### config.mk
export PLATFORM = sky130hd
export DESIGN_NAME = switch_accum_adder
export DESIGN_NICKNAME = d
export VERILOG_FILES = /design/src/rtl/switch_accum_pkg.sv /design/src/rtl/switch_debounce.sv /design/src/rtl/switch_accum_adder.sv
export SDC_FILE = /design/constraint.sdc
export NUM_CORES = 1
export LEC_CHECK = 0
export ABC_CLOCK_PERIOD_IN_PS = 5300
export BUFFER_PORTS_ARGS = -buffer_cell sky130_fd_sc_hd__buf_2
export CELL_PAD_IN_SITES_DETAIL_PLACEMENT = 0
export CELL_PAD_IN_SITES_GLOBAL_PLACEMENT = 2
export CORE_UTILIZATION = 42
export CTS_CLUSTER_SIZE = 28
export DETAILED_ROUTE_END_ITERATION = 6
export PLACE_DENSITY_LB_ADDON = 0.1
export SETUP_SLACK_MARGIN = 0.4
export SLEW_MARGIN = 15
export SYNTH_ARGS = -nofsm -noshare
export SYNTH_HDL_FRONTEND = slang
export SYNTH_HIERARCHICAL = 1
export SYNTH_SLANG_ARGS = --single-unit
### constraint.sdc
create_clock -name i_Clk -period 5.3 [get_ports i_Clk]
set_clock_uncertainty 0.05 [all_clocks]
set_input_delay 0.53 -clock i_Clk [delete_from_list [all_inputs] [get_ports i_Clk]]
set_output_delay 0.53 -clock i_Clk [all_outputs]
set_load 0.02 [all_outputs]
### src/rtl/switch_accum_pkg.sv
// Shared types and helpers for the switch-driven accumulator.
package switch_accum_pkg;

    // Control FSM: idle and ready, or waiting for every button to be released.
    typedef enum logic [0:0] {
        IDLE     = 1'b0,
        WAIT_REL = 1'b1
    } accum_state_t;

    // Operation selected from the debounced button levels.
    typedef enum logic [1:0] {
        OP_NONE = 2'd0,
        OP_ADD  = 2'd1,
        OP_SUB  = 2'd2,
        OP_CLR  = 2'd3
    } accum_op_t;

    // Width of a counter that must reach limit-1 (at least one bit).
    function automatic int unsigned dbc_cnt_width(input int unsigned limit);
        int unsigned w;
        w = $clog2(limit);
        if (w < 32'd1) begin
            return 32'd1;
        end else begin
            return w;
        end
    endfunction

endpackage

### src/rtl/switch_debounce.sv
// Two-flop synchroniser followed by a level debouncer for one push-button.
// The debounced level only follows the synchronised input after it has
// disagreed with it for DEBOUNCE_LIMIT consecutive cycles.
module switch_debounce
    import switch_accum_pkg::*;
#(
    parameter int unsigned DEBOUNCE_LIMIT = 250000
) (
    input  logic i_Clk,
    input  logic i_Reset,
    input  logic i_Sw,
    output logic o_Level
);

    localparam int unsigned     CNT_W   = dbc_cnt_width(DEBOUNCE_LIMIT);
    localparam logic [CNT_W-1:0] CNT_MAX = CNT_W'(DEBOUNCE_LIMIT - 32'd1);
    localparam logic [CNT_W-1:0] CNT_ONE = CNT_W'(32'd1);

    logic             sync1_q;
    logic             sync2_q;
    logic [CNT_W-1:0] cnt_q;
    logic [CNT_W-1:0] cnt_d;
    logic             level_q;
    logic             level_d;

    // Bring the bouncy asynchronous button into the clock domain.
    always_ff @(posedge i_Clk) begin
        if (i_Reset) begin
            sync1_q <= 1'b0;
            sync2_q <= 1'b0;
        end else begin
            sync1_q <= i_Sw;
            sync2_q <= sync1_q;
        end
    end

    // Count consecutive disagreeing cycles; flip the level once the run is long enough.
    always_comb begin
        cnt_d   = '0;
        level_d = level_q;
        if (sync2_q != level_q) begin
            if (cnt_q == CNT_MAX) begin
                level_d = ~level_q;
                cnt_d   = '0;
            end else begin
                cnt_d   = cnt_q + CNT_ONE;
            end
        end else begin
            cnt_d = '0;
        end
    end

    // Debounce counter and accepted level.
    always_ff @(posedge i_Clk) begin
        if (i_Reset) begin
            cnt_q   <= '0;
            level_q <= 1'b0;
        end else begin
            cnt_q   <= cnt_d;
            level_q <= level_d;
        end
    end

    assign o_Level = level_q;

endmodule

### src/rtl/switch_accum_adder.sv
// Clocked accumulator driven by operand switches and debounced add / subtract /
// clear buttons. One press executes exactly one operation; the FSM then waits
// until every button has been released before accepting another.
module switch_accum_adder
    import switch_accum_pkg::*;
#(
    parameter int unsigned WIDTH          = 2,
    parameter int unsigned DEBOUNCE_LIMIT = 250000,
    parameter int unsigned SATURATE       = 0
) (
    input  logic             i_Clk,
    input  logic             i_Reset,
    input  logic [WIDTH-1:0] i_Operand,
    input  logic             i_Add_Sw,
    input  logic             i_Sub_Sw,
    input  logic             i_Clr_Sw,
    output logic [WIDTH-1:0] o_LED_Sum,
    output logic             o_LED_Carry,
    output logic             o_Busy
);

    localparam bit SAT_EN = (SATURATE != 32'd0);

    logic [WIDTH-1:0] opd_sync1_q;
    logic [WIDTH-1:0] opd_sync2_q;
    logic             add_lvl_s;
    logic             sub_lvl_s;
    logic             clr_lvl_s;
    logic             any_btn_s;
    logic             execute_s;
    accum_state_t     state_q;
    accum_state_t     state_d;
    accum_op_t        op_s;
    logic [WIDTH:0]   add_ext_s;
    logic [WIDTH:0]   sub_ext_s;
    logic [WIDTH-1:0] sum_q;
    logic [WIDTH-1:0] sum_d;
    logic             carry_q;
    logic             carry_d;

    // Operand switches only need metastability protection, not debouncing.
    always_ff @(posedge i_Clk) begin
        if (i_Reset) begin
            opd_sync1_q <= '0;
            opd_sync2_q <= '0;
        end else begin
            opd_sync1_q <= i_Operand;
            opd_sync2_q <= opd_sync1_q;
        end
    end

    switch_debounce #(.DEBOUNCE_LIMIT(DEBOUNCE_LIMIT)) u_db_add (
        .i_Clk   (i_Clk),
        .i_Reset (i_Reset),
        .i_Sw    (i_Add_Sw),
        .o_Level (add_lvl_s)
    );

    switch_debounce #(.DEBOUNCE_LIMIT(DEBOUNCE_LIMIT)) u_db_sub (
        .i_Clk   (i_Clk),
        .i_Reset (i_Reset),
        .i_Sw    (i_Sub_Sw),
        .o_Level (sub_lvl_s)
    );

    switch_debounce #(.DEBOUNCE_LIMIT(DEBOUNCE_LIMIT)) u_db_clr (
        .i_Clk   (i_Clk),
        .i_Reset (i_Reset),
        .i_Sw    (i_Clr_Sw),
        .o_Level (clr_lvl_s)
    );

    assign any_btn_s = add_lvl_s | sub_lvl_s | clr_lvl_s;
    assign execute_s = (state_q == IDLE) && any_btn_s;

    // FSM state register.
    always_ff @(posedge i_Clk) begin
        if (i_Reset) begin
            state_q <= IDLE;
        end else begin
            state_q <= state_d;
        end
    end

    // Leave IDLE on any press; return once every button is released.
    always_comb begin
        state_d = state_q;
        case (state_q)
            IDLE: begin
                if (any_btn_s) begin
                    state_d = WAIT_REL;
                end else begin
                    state_d = IDLE;
                end
            end
            WAIT_REL: begin
                if (!any_btn_s) begin
                    state_d = IDLE;
                end else begin
                    state_d = WAIT_REL;
                end
            end
            default: state_d = IDLE;
        endcase
    end

    // Resolve simultaneous presses: clear wins, add+sub cancels, then add, then sub.
    always_comb begin
        op_s = OP_NONE;
        if (clr_lvl_s) begin
            op_s = OP_CLR;
        end else if (add_lvl_s && sub_lvl_s) begin
            op_s = OP_NONE;
        end else if (add_lvl_s) begin
            op_s = OP_ADD;
        end else if (sub_lvl_s) begin
            op_s = OP_SUB;
        end else begin
            op_s = OP_NONE;
        end
    end

    // One-bit-wider arithmetic so the top bit is the carry or the borrow.
    always_comb begin
        add_ext_s = {1'b0, sum_q} + {1'b0, opd_sync2_q};
        sub_ext_s = {1'b0, sum_q} - {1'b0, opd_sync2_q};
    end

    // Next accumulator and flag; only changes in the single execute cycle.
    always_comb begin
        sum_d   = sum_q;
        carry_d = carry_q;
        if (execute_s) begin
            case (op_s)
                OP_CLR: begin
                    sum_d   = '0;
                    carry_d = 1'b0;
                end
                OP_ADD: begin
                    carry_d = add_ext_s[WIDTH];
                    if (SAT_EN && add_ext_s[WIDTH]) begin
                        sum_d = '1;
                    end else begin
                        sum_d = add_ext_s[WIDTH-1:0];
                    end
                end
                OP_SUB: begin
                    carry_d = sub_ext_s[WIDTH];
                    if (SAT_EN && sub_ext_s[WIDTH]) begin
                        sum_d = '0;
                    end else begin
                        sum_d = sub_ext_s[WIDTH-1:0];
                    end
                end
                OP_NONE: begin
                    sum_d   = sum_q;
                    carry_d = carry_q;
                end
                default: begin
                    sum_d   = sum_q;
                    carry_d = carry_q;
                end
            endcase
        end else begin
            sum_d   = sum_q;
            carry_d = carry_q;
        end
    end

    // Registered LED outputs.
    always_ff @(posedge i_Clk) begin
        if (i_Reset) begin
            sum_q   <= '0;
            carry_q <= 1'b0;
        end else begin
            sum_q   <= sum_d;
            carry_q <= carry_d;
        end
    end

    assign o_LED_Sum   = sum_q;
    assign o_LED_Carry = carry_q;
    assign o_Busy      = (state_q == WAIT_REL);

endmodule

## After elaboration in Yosys (flattened, before gate mapping)

Index checks and enable logic that the tools add are counted.

| word-level totals | value |
|---|---|
| register bits after elaboration | 71 |
| input port bits | 7 |
| output and inout port bits | 4 |
| word-level logic and storage cells | 58 |

| operators by class | value |
|---|---|
| add/sub/neg operators | 5 |
| equality and inequality tests | 9 |
| multiplexer cells | 7 |
| bitwise gates (word level) | 10 |
| reductions and logical operators | 10 |

Operators with widths:

| kind | number |
|---|---|
| adder 18 x 1 -> 18 bit, second input constant | 3 |
| equality test 18 bit, second input constant | 3 |
| OR reduction 3 bit | 3 |
| 2-to-1 mux 2 bit | 4 |
| NOT 1 bit | 8 |
| AND reduction 2 bit | 4 |
| case mux 2 bit (3 select lines) | 1 |
| equality test 2 bit, second input constant | 2 |
| adder 2 x 2 -> 3 bit | 1 |
| != test 1 bit | 3 |
| case mux 1 bit (3 select lines) | 1 |
| subtractor 2 x 2 -> 3 bit | 1 |
| equality test 2 x 1 -> 1 bit, second input constant | 1 |
| logical AND 1 bit | 2 |
| logical NOT 2 bit | 1 |
| bitwise OR 1 bit | 2 |
| 2-to-1 mux 1 bit | 1 |

## Depth between registers and ports, before layout

Gate-level depths: netlist of run 1.

| logic depth | value |
|---|---|
| depth in word-level cells | 7 |
| mapped depth | 7 |
| gate-level depth less buffers | 7 |

## By module

Netlist of run 1, hierarchy kept.

By module, submodules not included:

| module | instances | cells each | area an instance (um^2) | seq. area each (um^2) |
|---|---|---|---|---|
| switch_debounce | 3 | 104 | 940.9 | 420.4 |
| switch_accum_adder | 1 | 46 | 437.9 | 160.2 |

## Worst setup path before layout of run 1

OpenSTA, ideal clock, no wires.

| timing | value |
|---|---|
| path type | register -> register |
| from | reg u_db_add.cnt_q[13] |
| to | reg u_db_add.cnt_q[9] |
| setup time | 0.115 ns |
| arrival | 1.510 ns |
| path slack | 3.625 ns |
| cell stages (with the launch flop) | 6 |
| path buffers | 1 |
| cell sequence | dfxtp_1 or3b_1 or3_4 o21ai_4 buf_6 nor2_1 |

| on the way | value |
|---|---|
| longest elaborated chain between the ends | 2 |

RTL lines:

| item | line | RTL |
|---|---|---|
| start, declared | switch_debounce.sv:21 | `logic [CNT_W-1:0] cnt_q;` |
| start signal, assigned | switch_debounce.sv:59 | `cnt_q <= cnt_d;` |
| equality test 18 bit | switch_debounce.sv:42 | `if (cnt_q == CNT_MAX) begin` |
| OR reduction 3 bit (no line) | n/a |  |

Every way passes these cells.
A chain may end at the register's enable or synchronous reset.

## Worst setup path in the final report of run 1

| timing | value |
|---|---|
| from | reg u_db_sub.cnt_q[0] |
| to | reg u_db_sub.cnt_q[6] |

| on the way | value |
|---|---|
| longest elaborated chain between the ends | 2 |

RTL lines:

| item | line |
|---|---|
| start, declared | switch_debounce.sv:21 |
| start signal, assigned | switch_debounce.sv:59 |
| branches (longest 2 deep; another with adder 18 x 1 -> 18 bit) | n/a |

Parallel ways; which one is timed is not known.

==> metrics.txt, run 1 <==
# TYPE chip_impl_metric gauge
chip_impl_metric{name="yosysWarningCount",unit=""} 6
chip_impl_metric{name="worst-path-max-fanout",unit=""} 18
chip_impl_metric{name="power_density",unit="nW/um^2"} 275
chip_impl_metric{name="fin_crit",unit="ps"} 1890
chip_impl_metric{name="placed_cells",unit=""} 458
chip_impl_info{name="status",value="complete, no violations"} 1
chip_impl_info{name="timing.critical_path.slowest_stage_cell",value="sky130_fd_sc_hd__o21ai_4"} 1
chip_impl_metric{name="fill_cells",unit=""} 749
chip_impl_metric{name="post_synth.cell_area_avg",unit="um^2"} 9.11
chip_impl_metric{name="synth.distinct_cells",unit=""} 32
chip_impl_metric{name="die_area",unit="um^2"} 8120
chip_impl_metric{name="power.static_leakage",unit="uW"} 0.00113
chip_impl_metric{name="avgViaCountPerCell",unit=""} 5.19
chip_impl_metric{name="numCtsBuffers",unit=""} 9
chip_impl_info{name="cell_types_with_the_largest_area_share_after_synthesis",value="sky130_fd_sc_hd__dfxtp_1, sky130_fd_sc_hd__xor2_1, sky130_fd_sc_hd__nor2_1"} 1
chip_impl_metric{name="first_global_vias",unit=""} 2354
chip_impl_metric{name="power.ir.vdd_worst",unit="uV"} 111
chip_impl_metric{name="flops_latches_synth",unit=""} 71
chip_impl_metric{name="post-route-drc-count",unit=""} 0
chip_impl_metric{name="asyncSetResetFlopFracSynth",unit="%"} 0
chip_impl_metric{name="post_drt_wl_per_cell",unit="um"} 12.8
chip_impl_metric{name="fp-row-count",unit=""} 31
chip_impl_metric{name="setup-tns-final",unit="ps"} 0
chip_impl_metric{name="mappedNetlistNets",unit=""} 375
chip_impl_metric{name="area_of_the_multi_input_gates",unit="um^2"} 1740
chip_impl_metric{name="floorplan.die.height",unit="um"} 90.1
chip_impl_metric{name="floorplan.core_area",unit="um^2"} 7370
chip_impl_metric{name="detail-route-antenna-nets",unit=""} 0
chip_impl_metric{name="antenna-diode-count",unit=""} 0
chip_impl_metric{name="ioPinCount",unit=""} 11
chip_impl_info{name="unrepaired_setup_endpoints_after_global_routing",value="no"} 1
chip_impl_metric{name="synthToLayoutAreaGrowth",unit="%"} 9.63
chip_impl_metric{name="cts.path.max_buffers",unit=""} 2
chip_impl_info{name="ys_top_cells_by_count",value="sky130_fd_sc_hd__dfxtp_1, sky130_fd_sc_hd__nor2_1, sky130_fd_sc_hd__nand4_1, sky130_fd_sc_hd__xor2_1"} 1
chip_impl_metric{name="clkSinkCount",unit=""} 71
chip_impl_metric{name="synth_adder_area_share",unit="%"} 4.30
chip_impl_info{name="timing.critical_path.max_delay_family",value="simple AND/OR/NAND/NOR gates"} 1
chip_impl_metric{name="synth_edf_count",unit=""} 0
chip_impl_metric{name="initial_utilization",unit="%"} 44.2
chip_impl_metric{name="clock_insertion_delay_worst_skew",unit="ps"} 340
chip_impl_metric{name="largest_stage_delay_on_the_critical_path",unit="ps"} 430
chip_impl_metric{name="ctsResizeCount",unit=""} 0
chip_impl_metric{name="achievable-frequency",unit="MHz"} 528
chip_impl_info{name="post-synth-top-count-cell",value="sky130_fd_sc_hd__dfxtp_1"} 1
chip_impl_metric{name="postCtsSetupBuffers",unit=""} 0
chip_impl_metric{name="muxShareOfSynthArea",unit="%"} 0.614
chip_impl_metric{name="hpwl",unit="um"} 4200
chip_impl_metric{name="stdcell_area",unit="um^2"} 3570
chip_impl_metric{name="grt_remaining_overflow",unit=""} 0
chip_impl_info{name="synth-main-ff-cell",value="sky130_fd_sc_hd__dfxtp_1"} 1
chip_impl_metric{name="grt_use_total",unit="%"} 16.2
chip_impl_metric{name="totalWireLength",unit="um"} 6060
chip_impl_metric{name="numPortBuffers",unit=""} 10
chip_impl_metric{name="timing.critical_path.arrival",unit="ps"} 2050
chip_impl_metric{name="critPathBufInv",unit=""} 0
chip_impl_info{name="tritoncts_clock_tree",value="done"} 1
chip_impl_metric{name="synth_top_area_share",unit="%"} 43.6
chip_impl_metric{name="seqCellArea",unit="um^2"} 1420
chip_impl_metric{name="final_hold_viol_count",unit=""} 0
chip_impl_metric{name="setup_viol_count_final",unit=""} 0
chip_impl_info{name="min_path_type",value="in2reg"} 1
chip_impl_metric{name="postLayoutCoreUtil",unit="%"} 48.5
chip_impl_metric{name="grt_antenna_before_repair",unit=""} 0
chip_impl_metric{name="slew-limit-headroom",unit="%"} 66.1
chip_impl_info{name="setup.worst_path.end_class",value="register"} 1
chip_impl_metric{name="hold-worst-slack",unit="ps"} 339
chip_impl_metric{name="synth.yosys.seq_area_share",unit="%"} 43.6
chip_impl_info{name="element_type_at_the_critical_path_start",value="register"} 1
chip_impl_metric{name="syn_inst",unit=""} 358
chip_impl_metric{name="clk_transition_reported_paths",unit="ps"} 70
chip_impl_metric{name="vias",unit=""} 2456
chip_impl_info{name="main_combinational_cell_family_by_area_after_synthesis",value="simple AND/OR/NAND/NOR gates"} 1
chip_impl_metric{name="detail_route.iter0.violations",unit=""} 56
chip_impl_metric{name="drive_above_1_share",unit="%"} 10.2
chip_impl_metric{name="final_cells",unit=""} 473
chip_impl_metric{name="finish.net_count",unit=""} 387
chip_impl_metric{name="postCtsHoldBufs",unit=""} 0
chip_impl_metric{name="drv_cap",unit=""} 0
chip_impl_metric{name="synth_area",unit="um^2"} 3260
chip_impl_metric{name="compound_cell_area_share_of_the_yosys_netlist",unit="%"} 5.91
chip_impl_metric{name="layout_worst_path_cycle_share",unit="%"} 35.7
chip_impl_metric{name="finalWeightedCongestion",unit=""} 0.714
chip_impl_metric{name="global_route_wire_length_before_repair",unit="um"} 10500
chip_impl_info{name="cts.root.buffer_cell",value="sky130_fd_sc_hd__clkbuf_8"} 1
chip_impl_metric{name="drt_first_pass_iters",unit=""} 4
chip_impl_info{name="setup.worst_path.class",value="reg2reg"} 1
chip_impl_metric{name="synth_xor_area_share",unit="%"} 12.1
chip_impl_info{name="yosysTopAreaCell",value="sky130_fd_sc_hd__dfxtp_1"} 1
chip_impl_metric{name="synth_simple_gate_area_share",unit="%"} 30.4
chip_impl_metric{name="worst-slew-pin-transition",unit="ps"} 507
chip_impl_metric{name="largest_net_degree_at_the_start_of_global_routing",unit=""} 20
chip_impl_metric{name="die-width",unit="um"} 90.1
chip_impl_metric{name="finalMaxSlewViolations",unit=""} 0
chip_impl_metric{name="h-tree-depth",unit=""} 3
chip_impl_info{name="cells_along_the_critical_path",value="ha_1 -> nand3_1 -> or3_4 -> o21ai_4 -> nor2_1"} 1
chip_impl_metric{name="timing.critical_path.required",unit="ps"} 5460
chip_impl_metric{name="dpl-instance-area",unit="um^2"} 3380
area by class of cell:
cell class,instances,area share [%]
clock inverters,4,1.26
clock buffers,11,4.24
inverters,12,1.26
repair buffers,10,1.40
multi-input cells,266,48.6
flip-flops and latches,71,39.8
well taps,99,3.47
cells by family (layout without fill, tap and decap cells):
logic type	count (synthesis)	in the layout
AOI/OAI and AO/OA	28	28
muxes	2	2
DFF	71	71
and+or+nand+nor	181	181
buffers and inverters	21	37
xor gates and xnor gates	45	45
adders and majority gates	10	10
worst register-to-register path, delay by kind of cell (launching register included):
kind            cells  cell delay [ps]
simple gates        3              660
fa+ha+maj           1              230
compound gates      1              430
flops               1              400
routing by layer:
metal / part of all wire (%) / global-route usage, % / vias to the layer above
met4: 1.7 / 9.27 / 0
met5: 0 / 0 / -
met1: 50 / 20.1 / 1145
li1: - / - / 1269
met2: 45 / 25.8 / 33
met3: 2.9 / 3.47 / 9
power breakdown:
part / internal (uW) / switching, uW
Sequential: 537 / 2.27
Clock: 238 / 191
Combinational: 5.77 / 8.77
path summary, 6_finish.rpt:
| check | startpoint | end | slack [ps] | cells past startpoint |
|---|---|---|---|---|
| setup / recovery | u_db_sub/cnt_q[0] | u_db_sub/cnt_q[6] | 3410 | 5 |
| hold / removal | i_Operand[0] | opd_sync1_q[0] | 340 | 2 |
| setup reg to reg | u_db_sub/cnt_q[0] | u_db_sub/cnt_q[6] | 3410 | 5 |
| hold reg to reg | opd_sync1_q[0] | opd_sync2_q[0] | 390 | 1 |
layout by cell type (no fill, tap or decap), drive strengths merged, types with 6 or more instances in the layout:
| cell | Yosys | final |
|---|---|---|
| nor2 | 52 | 52 |
| buf | 3 | 10 |
| inv | 12 | 12 |
| xor2 | 24 | 24 |
| nor4b | 6 | 6 |
| dfxtp | 71 | 71 |
| clkbuf | 6 | 11 |
| nand3 | 21 | 21 |
| or3 | 7 | 7 |
| o21ai | 11 | 11 |
| nor3 | 10 | 10 |
| nor4 | 9 | 9 |
| and4 | 9 | 9 |
| a21oi | 11 | 11 |
| ha | 8 | 8 |
| nand4 | 24 | 24 |
| nor2b | 12 | 12 |
| nand2 | 18 | 18 |
| xnor2 | 21 | 21 |
stage by stage:
step	power (uW)	setup WS [ps]
finish	983	3410
global route	1020	3170
CTS	1000	3360
detailed placement	567	3400
global placement	567	3410
floorplan	561	3630
registers in the layout, indices dropped and copies added, names as in the netlist:
name / flops
u_db_sub/o_Level: 1
u_db_sub/sync1_q: 1
u_db_clr/sync2_q: 1
u_db_add/o_Level: 1
u_db_add/sync1_q: 1
u_db_clr/cnt_q: 18
o_Busy: 1
o_LED_Carry: 1
o_LED_Sum: 2
u_db_sub/sync2_q: 1
u_db_clr/sync1_q: 1
opd_sync2_q: 2
u_db_clr/o_Level: 1
opd_sync1_q: 2
u_db_add/cnt_q: 18
u_db_sub/cnt_q: 18
u_db_add/sync2_q: 1
Note: power is estimated with default switching activity, not from simulation.
==> inputs of run 2 (changes only) <==
--- a/config.mk
+++ b/config.mk
@@ -5,11 +5,11 @@
 export SDC_FILE = /design/constraint.sdc
 export NUM_CORES = 1
 export LEC_CHECK = 0
-export ABC_CLOCK_PERIOD_IN_PS = 5300
+export ABC_CLOCK_PERIOD_IN_PS = 1900
 export BUFFER_PORTS_ARGS = -buffer_cell sky130_fd_sc_hd__buf_2
 export CELL_PAD_IN_SITES_DETAIL_PLACEMENT = 0
 export CELL_PAD_IN_SITES_GLOBAL_PLACEMENT = 2
-export CORE_UTILIZATION = 42
+export CORE_UTILIZATION = 39
 export CTS_CLUSTER_SIZE = 28
 export DETAILED_ROUTE_END_ITERATION = 6
 export PLACE_DENSITY_LB_ADDON = 0.1
==> constraint.sdc (replaced) <==
create_clock -name i_Clk -period 1.9 [get_ports i_Clk]
set_clock_uncertainty 0.05 [all_clocks]
set_input_delay 0.19 -clock i_Clk [delete_from_list [all_inputs] [get_ports i_Clk]]
set_output_delay 0.19 -clock i_Clk [all_outputs]
set_load 0.02 [all_outputs]
==> run 2 against run 1 <==
Cell area up 13%. Setup slack lost 3200 ps. Non-clock buffer count up 27. First-iteration DRC count up 20%. Critical path depth stayed put. Maximum frequency rose by 13%. Sequential share of layout area down 3.4 points. Wire length increased by 7.4%. Critical endpoint is now u_db_sub/cnt_q[17]. Largest cell class unchanged.
==> metrics.txt, run 2 (synthesized netlist as in run 1, its figures left out) <==
# TYPE chip_impl_metric gauge
chip_impl_info{name="status",value="complete, no violations"} 1
chip_impl_info{name="cts.root.buffer_cell",value="sky130_fd_sc_hd__clkbuf_8"} 1
chip_impl_metric{name="post_drt_wl_per_cell",unit="um"} 12.9
chip_impl_metric{name="detail_route.iter0.violations",unit=""} 67
chip_impl_metric{name="worst-path-max-fanout",unit=""} 9
chip_impl_metric{name="die_area",unit="um^2"} 8730
chip_impl_metric{name="worst_case_register_to_register_setup_slack",unit="ps"} 220
chip_impl_info{name="min_path_type",value="in2reg"} 1
chip_impl_metric{name="cts.path.max_buffers",unit=""} 2
chip_impl_metric{name="grt_remaining_overflow",unit=""} 0
chip_impl_metric{name="drive_above_1_share",unit="%"} 29.6
chip_impl_metric{name="layout_worst_path_cycle_share",unit="%"} 88.2
chip_impl_metric{name="postLayoutCoreUtil",unit="%"} 51.3
chip_impl_metric{name="clk_transition_reported_paths",unit="ps"} 80
chip_impl_metric{name="final_cells",unit=""} 504
chip_impl_metric{name="post-place-ws",unit="ps"} 214
chip_impl_metric{name="synthToLayoutAreaGrowth",unit="%"} 24.1
chip_impl_metric{name="placed_cells",unit=""} 477
chip_impl_metric{name="avgViaCountPerCell",unit=""} 5.04
chip_impl_metric{name="setup_viol_count_final",unit=""} 0
chip_impl_info{name="biggestRegsByFlops",value="u_db_add/cnt_q: 18 flops, u_db_clr/cnt_q: 18 flops, u_db_sub/cnt_q: 18 flops"} 1
chip_impl_metric{name="clkSinkCount",unit=""} 71
chip_impl_info{name="unrepaired_setup_endpoints_after_global_routing",value="yes"} 1
chip_impl_metric{name="timing.critical_path.required",unit="ps"} 2070
chip_impl_info{name="setup.worst_path.class",value="reg2reg"} 1
chip_impl_metric{name="die-width",unit="um"} 93.4
chip_impl_metric{name="global_route_wire_length_before_repair",unit="um"} 11200
chip_impl_metric{name="h-tree-depth",unit=""} 3
chip_impl_metric{name="floorplan.core_area",unit="um^2"} 7890
chip_impl_info{name="critPathLaunch",value="u_db_sub/cnt_q[4]"} 1
chip_impl_info{name="layout.cells.most_common",value="sky130_fd_sc_hd__nor2_1"} 1
chip_impl_metric{name="hpwl",unit="um"} 4400
chip_impl_metric{name="clock_insertion_delay_worst_skew",unit="ps"} 340
chip_impl_metric{name="initial_utilization",unit="%"} 41.3
chip_impl_metric{name="vias",unit=""} 2538
chip_impl_metric{name="numCtsBuffers",unit=""} 9
chip_impl_info{name="element_type_at_the_critical_path_start",value="register"} 1
chip_impl_info{name="layout_common_cells",value="sky130_fd_sc_hd__nor2_1, sky130_fd_sc_hd__dfxtp_1, sky130_fd_sc_hd__dfxtp_2"} 1
chip_impl_metric{name="finalWeightedCongestion",unit=""} 0.756
chip_impl_metric{name="antenna-diode-count",unit=""} 0
chip_impl_metric{name="detail-route-antenna-nets",unit=""} 0
chip_impl_metric{name="power.static_leakage",unit="uW"} 0.00131
chip_impl_metric{name="numPortBuffers",unit=""} 10
chip_impl_metric{name="finalMaxSlewViolations",unit=""} 0
chip_impl_metric{name="drv_cap",unit=""} 0
chip_impl_metric{name="grt_antenna_before_repair",unit=""} 0
chip_impl_metric{name="post-route-drc-count",unit=""} 0
chip_impl_metric{name="final_hold_viol_count",unit=""} 0
chip_impl_info{name="setup.worst_path.end",value="u_db_sub/cnt_q[17]"} 1
chip_impl_metric{name="largest_net_degree_at_the_start_of_global_routing",unit=""} 20
chip_impl_metric{name="power_density",unit="nW/um^2"} 687
chip_impl_metric{name="grt_use_total",unit="%"} 16.5
chip_impl_metric{name="fin_crit",unit="ps"} 1680
chip_impl_metric{name="setup-tns-final",unit="ps"} 0
chip_impl_metric{name="drt_first_pass_iters",unit=""} 5
chip_impl_metric{name="totalWireLength",unit="um"} 6510
chip_impl_metric{name="power.ir.vdd_worst",unit="uV"} 480
chip_impl_info{name="critical_path.reg2reg.endpoint",value="u_db_sub/cnt_q[17]"} 1
chip_impl_info{name="tritoncts_clock_tree",value="done"} 1
chip_impl_metric{name="slew-limit-headroom",unit="%"} 75.3
chip_impl_info{name="setup.worst_path.end_class",value="register"} 1
chip_impl_metric{name="first_global_vias",unit=""} 2428
chip_impl_metric{name="fp-row-count",unit=""} 32
chip_impl_info{name="r2r-start",value="u_db_sub/cnt_q[4]"} 1
chip_impl_metric{name="achievable-frequency",unit="MHz"} 597
chip_impl_metric{name="timing.critical_path.arrival",unit="ps"} 1850
chip_impl_metric{name="ioPinCount",unit=""} 11
chip_impl_metric{name="finish.net_count",unit=""} 414
chip_impl_metric{name="floorplan.die.height",unit="um"} 93.4
chip_impl_metric{name="r2r_cells",unit=""} 5
chip_impl_metric{name="worst-slew-pin-transition",unit="ps"} 365
chip_impl_metric{name="smallest_setup_slack_after_layout",unit="ps"} 224
-- run 2: changes by cell type in the layout (fill, tap and decap cells not counted), sizes merged --
cell | before | now
clkinvlp | 0 | 1
dlygate4sd3 | 0 | 5
buf | 10 | 31
clkbuf | 11 | 14
clkinv | 3 | 1
-- run 2: final cells by class --
type                       instances  area (um^2)
clock buffer                      13          159
timing repair buffer              37          319
inverter                          12         45.0
sequential                        71         1470
fill                             737         3840
clock inverter                     3         42.5
tap                              102          128
multi-input combinational        266         1880
-- run 2: per-layer routing --
layer	GRT usage (%)	routed length [um]
met4	6.54	84
met5	0	0
met1	20.5	3200
met3	4.63	174
met2	27.1	3050
-- run 2: critical path, cell delays in order (launching register included) --
cell and delay (ps):
sky130_fd_sc_hd__dfxtp_2 340, sky130_fd_sc_hd__or3b_1 390, sky130_fd_sc_hd__or3_4 350, sky130_fd_sc_hd__o21ai_4 200, sky130_fd_sc_hd__clkbuf_16 190, sky130_fd_sc_hd__a21oi_1 40
-- run 2: stage by stage --
stage / hold WS (ps) / cell area (um^2) / total power, uW
after detailed placement: 354 / 3570 / 1590
final: 169 / 4050 / 2780
after floorplan: 209 / 3310 / 1570
after global routing: 182 / 4050 / 2910
after CTS: 153 / 3930 / 2840
after global placement: 350 / 3570 / 1590
-- run 2: worst min path at each step --
| stage | from | endpoint | cells after the start |
|---|---|---|---|
| 6_report | i_Reset | o_Busy | 2 |
| 5_1_grt | i_Reset | opd_sync2_q[0] | 2 |
| 3_3_place_gp | i_Operand[1] | opd_sync1_q[1] | 2 |
| 2_1_floorplan | i_Reset | u_db_add/o_Level | 1 |
| 3_5_place_dp | i_Operand[1] | opd_sync1_q[1] | 2 |
| 4_1_cts | i_Reset | o_Busy | 2 |
-- run 2: timing repair --
item	CTS	global route
buffers inserted	1	3
gates cloned	1	1
pin swaps	6	5
resized for setup	27	31
hold buffers	5	0
setup endpoints to repair	59	59
hold endpoints to repair	5	0
-- run 2: power by group --
part | internal [uW] | leakage [uW] | switching (uW)
sequential | 1490 | 0.000591 | 7.60
combinational | 33.8 | 0.000616 | 29.2
clock | 677 | 0.0000996 | 542
total | 2200 | 0.00131 | 579
